==> config.mk <==
export PLATFORM = sky130hd
export DESIGN_NAME = instr_cache_ctrl
export DESIGN_NICKNAME = d
export VERILOG_FILES = /design/src/rtl/icache_pkg.sv /design/src/rtl/icache_tag_array.sv /design/src/rtl/instr_cache_ctrl.sv
export SDC_FILE = /design/constraint.sdc
export NUM_CORES = 2
export LEC_CHECK = 0
export CAP_MARGIN = 20
export CORE_MARGIN = 1
export CORE_UTILIZATION = 55
export CTS_BUF_LIST = sky130_fd_sc_hd__clkbuf_16
export DETAILED_ROUTE_END_ITERATION = 12
export GPL_TIMING_DRIVEN = 0
export HOLD_SLACK_MARGIN = 0.12
export PLACE_DENSITY = 0.71
export SLEW_MARGIN = 20
export SYNTH_ARGS = -nofsm -noshare
export SYNTH_HDL_FRONTEND = slang
export SYNTH_SLANG_ARGS = --single-unit
==> constraint.sdc <==
create_clock -name clk -period 4.8 [get_ports clk]
set_clock_uncertainty 0.1 [all_clocks]
set_input_delay 0.96 -clock clk [delete_from_list [all_inputs] [get_ports clk]]
set_output_delay 0.96 -clock clk [all_outputs]
set_load 0.01 [all_outputs]
==> src/rtl/icache_pkg.sv <==
`default_nettype none
// ============================================================================
// Module   : icache_pkg
// Purpose  : Shared types, default geometry and width helpers for the
//            direct-mapped instruction cache controller.
// Revision : 1.0 - initial release
// ============================================================================
package icache_pkg;

  typedef enum logic [2:0] {
    IDLE   = 3'd0,
    LOOKUP = 3'd1,
    REFILL = 3'd2,
    RESP   = 3'd3,
    FLUSH  = 3'd4
  } icache_state_t;

  // Default cache geometry
  localparam int c_ICACHE_NUM_LINES = 16;
  localparam int c_ICACHE_WPL       = 4;
  localparam int c_ICACHE_ADDR_W    = 32;

  // Word-offset width inside a line
  function automatic int icache_off_w(input int wpl);
    return $clog2(wpl);
  endfunction

  // Line-index width
  function automatic int icache_idx_w(input int num_lines);
    return $clog2(num_lines);
  endfunction

  // Tag width: everything above index, offset and the 2 byte bits
  function automatic int icache_tag_w(input int addr_w, input int num_lines, input int wpl);
    return addr_w - icache_idx_w(num_lines) - icache_off_w(wpl) - 2;
  endfunction

  localparam int c_ICACHE_OFF_W = icache_off_w(c_ICACHE_WPL);
  localparam int c_ICACHE_IDX_W = icache_idx_w(c_ICACHE_NUM_LINES);
  localparam int c_ICACHE_TAG_W = icache_tag_w(c_ICACHE_ADDR_W, c_ICACHE_NUM_LINES, c_ICACHE_WPL);

endpackage
`default_nettype wire

==> src/rtl/icache_tag_array.sv <==
`default_nettype none
// ============================================================================
// Module   : icache_tag_array
// Purpose  : Valid/tag/data storage for the instruction cache. Combinational
//            read port, single-word write port, single-cycle invalidate-all.
// Revision : 1.0 - initial release
// ============================================================================
module icache_tag_array #(
  parameter int IDX_W = 4,
  parameter int OFF_W = 2,
  parameter int TAG_W = 26
) (
  input  logic             clk,
  input  logic             rst,
  input  logic [IDX_W-1:0] i_index,
  input  logic [OFF_W-1:0] i_rd_offset,
  output logic             o_rd_valid,
  output logic [TAG_W-1:0] o_rd_tag,
  output logic [31:0]      o_rd_data,
  input  logic             i_wr_en,
  input  logic [OFF_W-1:0] i_wr_offset,
  input  logic [31:0]      i_wr_data,
  input  logic             i_set_valid,
  input  logic [TAG_W-1:0] i_wr_tag,
  input  logic             i_flush_all
);

  localparam int c_LINES = 1 << IDX_W;
  localparam int c_WPL   = 1 << OFF_W;

  logic [c_LINES-1:0] r_valid;
  logic [TAG_W-1:0]   r_tag  [c_LINES];
  logic [31:0]        r_data [c_LINES][c_WPL];

  // Valid bits: cleared by reset or flush, set when the last refill beat lands
  always_ff @(posedge clk or posedge rst) begin
    if (rst) begin
      r_valid <= '0;
    end else if (i_flush_all) begin
      r_valid <= '0;
    end else if (i_wr_en && i_set_valid) begin
      r_valid[i_index] <= 1'b1;
    end
  end

  // Data and tag storage; contents are meaningless until the valid bit is set
  always_ff @(posedge clk) begin
    if (i_wr_en) begin
      r_data[i_index][i_wr_offset] <= i_wr_data;
      if (i_set_valid) begin
        r_tag[i_index] <= i_wr_tag;
      end
    end
  end

  assign o_rd_valid = r_valid[i_index];
  assign o_rd_tag   = r_tag[i_index];
  assign o_rd_data  = r_data[i_index][i_rd_offset];

endmodule
`default_nettype wire

==> src/rtl/instr_cache_ctrl.sv <==
`default_nettype none
// ============================================================================
// Module   : instr_cache_ctrl
// Purpose  : Direct-mapped instruction-cache controller between IF and
//            instruction memory. 1-cycle hit, beat-wise refill on miss,
//            whole-cache invalidate on flush.
// Options  : ICACHE_PERF_CNT_EN adds saturating hit_cnt/miss_cnt outputs.
// Revision : 1.0 - initial release
// ============================================================================
module instr_cache_ctrl
  import icache_pkg::*;
#(
  parameter int NUM_LINES      = c_ICACHE_NUM_LINES,
  parameter int WORDS_PER_LINE = c_ICACHE_WPL,
  parameter int ADDR_W         = c_ICACHE_ADDR_W
) (
  input  logic              clk,
  input  logic              rst,
  input  logic              fetch_req,
  input  logic [ADDR_W-1:0] fetch_pc,
  input  logic              flush,
  output logic              fetch_valid,
  output logic [31:0]       fetch_instr,
  output logic              stall,
`ifdef ICACHE_PERF_CNT_EN
  output logic [31:0]       hit_cnt,
  output logic [31:0]       miss_cnt,
`endif
  output logic              mem_req,
  output logic [ADDR_W-1:0] mem_addr,
  input  logic              mem_ack,
  input  logic [31:0]       mem_rdata
);

  localparam int c_OFF_W = icache_off_w(WORDS_PER_LINE);
  localparam int c_IDX_W = icache_idx_w(NUM_LINES);
  localparam int c_TAG_W = icache_tag_w(ADDR_W, NUM_LINES, WORDS_PER_LINE);
  localparam logic [c_OFF_W-1:0] c_LAST_BEAT = '1;

  icache_state_t       r_state;
  logic [ADDR_W-3:0]   r_pc;          // word address of the fetch in flight
  logic [c_OFF_W-1:0]  r_beat;
  logic                r_flush_pend;  // flush seen mid-beat, honoured at the ack

  logic [c_OFF_W-1:0]  w_off;
  logic [c_IDX_W-1:0]  w_idx;
  logic [c_TAG_W-1:0]  w_tag;
  logic                w_rd_valid;
  logic [c_TAG_W-1:0]  w_rd_tag;
  logic [31:0]         w_rd_data;
  logic                w_tag_match;
  logic                w_hit;
  logic                w_miss;
  logic                w_wr_en;
  logic                w_set_valid;
  logic                w_unused;

  assign w_unused    = ^fetch_pc[1:0];
  assign w_off       = r_pc[c_OFF_W-1:0];
  assign w_idx       = r_pc[c_OFF_W +: c_IDX_W];
  assign w_tag       = r_pc[ADDR_W-3 -: c_TAG_W];
  assign w_tag_match = w_rd_valid && (w_rd_tag == w_tag);
  assign w_hit       = (r_state == LOOKUP) && w_tag_match;
  assign w_miss      = (r_state == LOOKUP) && !w_tag_match;

  // A line becomes valid only when its final beat lands with no flush pending
  assign w_wr_en     = (r_state == REFILL) && mem_ack;
  assign w_set_valid = (r_beat == c_LAST_BEAT) && !flush && !r_flush_pend;

  icache_tag_array #(
    .IDX_W (c_IDX_W),
    .OFF_W (c_OFF_W),
    .TAG_W (c_TAG_W)
  ) u_tag_array (
    .clk         (clk),
    .rst         (rst),
    .i_index     (w_idx),
    .i_rd_offset (w_off),
    .o_rd_valid  (w_rd_valid),
    .o_rd_tag    (w_rd_tag),
    .o_rd_data   (w_rd_data),
    .i_wr_en     (w_wr_en),
    .i_wr_offset (r_beat),
    .i_wr_data   (mem_rdata),
    .i_set_valid (w_set_valid),
    .i_wr_tag    (w_tag),
    .i_flush_all (r_state == FLUSH)
  );

  // Controller FSM: accept fetches, refill on miss, invalidate on flush
  always_ff @(posedge clk or posedge rst) begin
    if (rst) begin
      r_state      <= IDLE;
      r_pc         <= '0;
      r_beat       <= '0;
      r_flush_pend <= 1'b0;
    end else begin
      case (r_state)
        IDLE: begin
          if (flush) begin
            r_state <= FLUSH;
          end else if (fetch_req) begin
            r_pc    <= fetch_pc[ADDR_W-1:2];
            r_state <= LOOKUP;
          end
        end
        LOOKUP: begin
          if (flush) begin
            r_state <= FLUSH;
          end else if (w_tag_match) begin
            // Hit: a new request this cycle keeps the pipeline streaming
            if (fetch_req) begin
              r_pc <= fetch_pc[ADDR_W-1:2];
            end else begin
              r_state <= IDLE;
            end
          end else begin
            r_beat       <= '0;
            r_flush_pend <= 1'b0;
            r_state      <= REFILL;
          end
        end
        REFILL: begin
          if (mem_ack) begin
            r_beat <= r_beat + 1'b1;
            if (flush || r_flush_pend) begin
              r_flush_pend <= 1'b0;
              r_beat       <= '0;
              r_state      <= FLUSH;
            end else if (r_beat == c_LAST_BEAT) begin
              r_state <= RESP;
            end
          end else if (flush) begin
            // Never drop mem_req mid-beat; finish this handshake first
            r_flush_pend <= 1'b1;
          end
        end
        RESP:    r_state <= flush ? FLUSH : IDLE;
        FLUSH:   r_state <= IDLE;
        default: r_state <= IDLE;
      endcase
    end
  end

  // Outputs decode straight from state so an async reset drops them at once
  assign fetch_valid = (w_hit && !flush) || (r_state == RESP);
  assign fetch_instr = fetch_valid ? w_rd_data : 32'd0;
  assign stall       = (r_state == REFILL) || (r_state == FLUSH) ||
                       ((r_state == LOOKUP) && (!w_tag_match || flush));
  assign mem_req     = (r_state == REFILL);
  assign mem_addr    = mem_req ? {w_tag, w_idx, r_beat, 2'b00} : '0;

`ifdef ICACHE_PERF_CNT_EN
  logic [31:0] r_hit_cnt;
  logic [31:0] r_miss_cnt;

  // Saturating lookup statistics; only reset clears them, flush does not
  always_ff @(posedge clk or posedge rst) begin
    if (rst) begin
      r_hit_cnt  <= '0;
      r_miss_cnt <= '0;
    end else begin
      if (w_hit && (r_hit_cnt != 32'hFFFF_FFFF)) begin
        r_hit_cnt <= r_hit_cnt + 32'd1;
      end
      if (w_miss && (r_miss_cnt != 32'hFFFF_FFFF)) begin
        r_miss_cnt <= r_miss_cnt + 32'd1;
      end
    end
  end

  assign hit_cnt  = r_hit_cnt;
  assign miss_cnt = r_miss_cnt;
`endif

endmodule
`default_nettype wire

==> impl_metrics.tcl <==
set metrics [dict create \
    synthArstFlopShare_pct 2.093 \
    cts_tree "yes" \
    syn_area_um2 96580 \
    grt_max_degree 65 \
    min_from "mem_rdata[23]" \
    p_per_area_nw_per_um2 412.8 \
    synth.top_cell.area_share_pct 75.62 \
    finalCritPeriodShare_pct 116.8 \
    critPathLaunch "r_pc[2]" \
    htree_levels 4 \
    setup_violations 34 \
    dieArea_um2 177300 \
    port_buffers 131 \
    core_area_um2 174200 \
    final_cell_mix "edfxtp_1, mux4_2, clkbuf_16" \
    path_cells "buf_12, buf_8, and2_1, a22o_1, a221oi_1, xnor2_1, a41oi_2, nor4bb_4, buf_4, a41oi_4, buf_12, buf_4, buf_12, nor2_4, buf_6" \
    design_area_um2 114800 \
    critPathRequiredTime_ns 3.74 \
    tightest_slew_ns 1.125 \
    p_comb_share_pct 10.7 \
    synth_cells 4184 \
    fmax_mhz 178.4 \
    die_y_um 421.0 \
    drc_errors 0 \
    ys_ff_latch 2484 \
    crit_path_end_kind "primary output" \
    hpwl_mm 175.9 \
    antenna_found_initial 28 \
    p_int_mw 36.20 \
    drt-total-wl_mm 271.2 \
    routedWlPerCell_um 37.13 \
    initial_utilization_pct 55.44 \
    grt_use_total_pct 30.58 \
    gp_congestion 0.9399 \
    rsz0062_at_grt "yes" \
    path_common_cell "buf_12" \
    final_layout_size_suffix_gt1_share_pct 35.02 \
    clock_path_buffers 3 \
    vdd_ir_drop_max_mv 0.4484 \
    ys.flop_type "edfxtp_1" \
    yosys_warnings 0 \
    critPathKind "reg2out" \
    area_growth_pct 18.86 \
    pre_cts_slack_ns -2.431 \
    synth_edf_count 2432 \
    slew_headroom_pct 24.97 \
    crit_path_max_incr_delay_ns 0.50 \
    cts_sinks 2484 \
    die_x_um 421.0 \
    numCtsBuffers 234 \
    fin_setup_tns_ns -23.61 \
    grt_pass1_wl_mm 374.9 \
    hold_violations 0 \
    overflow 0 \
    dpl-instance-area_um2 104100 \
    clk_pin_slew_worst_paths_ns 0.06 \
    cp-start-kind "register" \
    clkLatencyLatePin_ns 0.89 \
    vias 49420 \
    drv_slew 0 \
    dr.pass1.iters 6 \
    slowest_stage "and2_1" \
    worstPathMaxFanout 10 \
    ios 136 \
    rows 153 \
    period_needed_ns 5.605 \
    violations "setup timing" \
    cp.buffers_inverters 7 \
    cts_root_buf "clkbuf_16" \
    final_nets 4837 \
    setup_slack_ns -0.8051 \
    switching_share_pct 23.60 \
    synth.distinct_cells 69 \
    ys_seq_area_share_pct 76.96 \
    hp-class "in2reg" \
    p_switching_mw 11.18 \
    yosys.area.top_type "edfxtp_1" \
    p_leak_nw 37.46 \
    clkPwrFrac_pct 38.5 \
    grt_pass1_vias 48650 \
    ant_nets 0 \
    min_path_cells 1 \
    final_common_cell "edfxtp_1" \
    fillCellCount 10710 \
    seq_power_share_pct 50.8 \
    syn_area_per_cell_um2 23.08 \
    crit_cells 15 \
    arrival_ns 4.55 \
    status "finished with violations" \
    drt_iter0_markers 7759 \
    cts_hold_buf 0 \
    r2r_cells 8 \
    timing.rr.start "r_state[2]" \
    synth_area_leaders "edfxtp_1, mux4_2, dfrtp_1, mux2i_1, nor2_1" \
    drv_cap 0 \
    vias_per_cell 6.767 \
    cp_top_family "buffers and inverters" \
]
-- flip-flops by register name, indices dropped and copies added, names as in the netlist --
| name | cells |
|---|---|
| r_beat | 2 |
| r_flush_pend | 1 |
| r_pc | 30 |
| r_state | 3 |
| u_tag_array.r_data | 2048 |
| u_tag_array.r_tag | 384 |
| u_tag_array.r_valid | 16 |
-- final timing paths --
| kind | endpoint | slack [ns] |
|---|---|---|
| max in group asynchronous | r_pc[29] | 3.62 |
| worst max register to register | u_tag_array.r_tag[13][21] | 0.36 |
| worst max-delay path | fetch_instr[12] | -0.81 |
| worst min register to register | u_tag_array.r_valid[1] | 0.41 |
| worst min-delay path | u_tag_array.r_data[1][23] | 0.24 |
| min in group asynchronous | r_pc[19] | 0.46 |
-- layer usage --
| metal | wire [um] | share of wire [%] | GRT usage [%] |
|---|---|---|---|
| met5 | 52 | 0.019 | 0 |
| met2 | 130900 | 48 | 48.25 |
| met3 | 27260 | 10 | 6.677 |
| met4 | 15860 | 5.9 | 15.36 |
| met1 | 97090 | 36 | 40.70 |
-- logic make-up after synthesis --
kind of cell,count (synthesis),synth area share (%)
AOI/OAI and AO/OA,168,1.299
buffers and inverters,265,1.272
adders and majority gates,4,0.05182
and+or+nand+nor,423,1.993
DFF,2484,76.96
xor gates and xnor gates,14,0.1270
other,1,0.003883
muxes,825,18.29
-- power groups by stage --
stage / clock [mW] / combinational, mW / sequential (mW)
finish: 18.2 / 5.08 / 24.1
CTS: 18.3 / 4.87 / 24.1
floorplan: 0 / 2.34 / 24.4
global route: 19.1 / 5.21 / 24.1
detailed placement: 0 / 4.27 / 24.5
global placement: 0 / 4.09 / 24.6
-- worst reg2reg max path: stages (launching register included) --
cell	delay, ns
dfrtp_1	0.36
clkbuf_1	0.22
nor3b_4	0.55
and2_1	0.21
clkbuf_1	0.43
nand3_1	0.66
clkbuf_2	0.59
nor2_4	0.77
buf_16	0.25
-- area by class of cell --
| cell class | instances | area (um2) | share of cell area, % |
|---|---|---|---|
| Buffer | 240 | 2763 | 2.407 |
| Antenna cell | 15 | 37.54 | 0.03270 |
| Inverter | 23 | 93.84 | 0.08175 |
| Tap cell | 2325 | 2909 | 2.534 |
| Clock inverter | 199 | 1645 | 1.433 |
| Sequential cell | 2484 | 74340 | 64.76 |
| Clock buffer | 236 | 5906 | 5.145 |
| Multi-Input combinational cell | 1436 | 22120 | 19.27 |
| Timing Repair Buffer | 345 | 4976 | 4.335 |
-- per-stage QoR --
| step | cells | power [mW] | utilization [%] | hold WS, ns |
|---|---|---|---|---|
| global placement | 6641 | 28.65 | 57.86 | 0.3749 |
| detailed placement | 6766 | 28.79 | 59.76 | 0.3834 |
| global route | 7299 | 48.38 | 65.89 | 0.2151 |
| floorplan | 4185 | 26.79 | - | 0.3608 |
| finish | 7303 | 47.39 | 65.89 | 0.2421 |
| CTS | 7265 | 47.25 | 65.63 | 0.2124 |
-- synth_stat cells (all sizes together) (4+ instances only) --
library cell	count
nand2	141
and2	39
o21ai	10
a221oi	6
xor2	4
or4	32
inv	23
o211ai	31
mux2i	61
o22ai	8
o31ai	6
a31oi	10
clkbuf	134
nand4	4
dfrtp	52
nor2	161
a22o	7
or3	4
a22oi	42
nor2b	11
edfxtp	2432
nor3	12
xnor2	10
buf	108
mux4	750
mux2	14
a21oi	14
nand3	9
ha	4
-- what timing repair did --
item / 4_1_cts / 5_1_grt
pin swaps: 33 / 25
endpoints found under the hold margin: 0 / 0
resized for setup: 718 / 60
cloned: 8 / 2
setup endpoints to repair: 46 / 35
setup buffers: 57 / 23
Power figures use the tool's default switching activity.
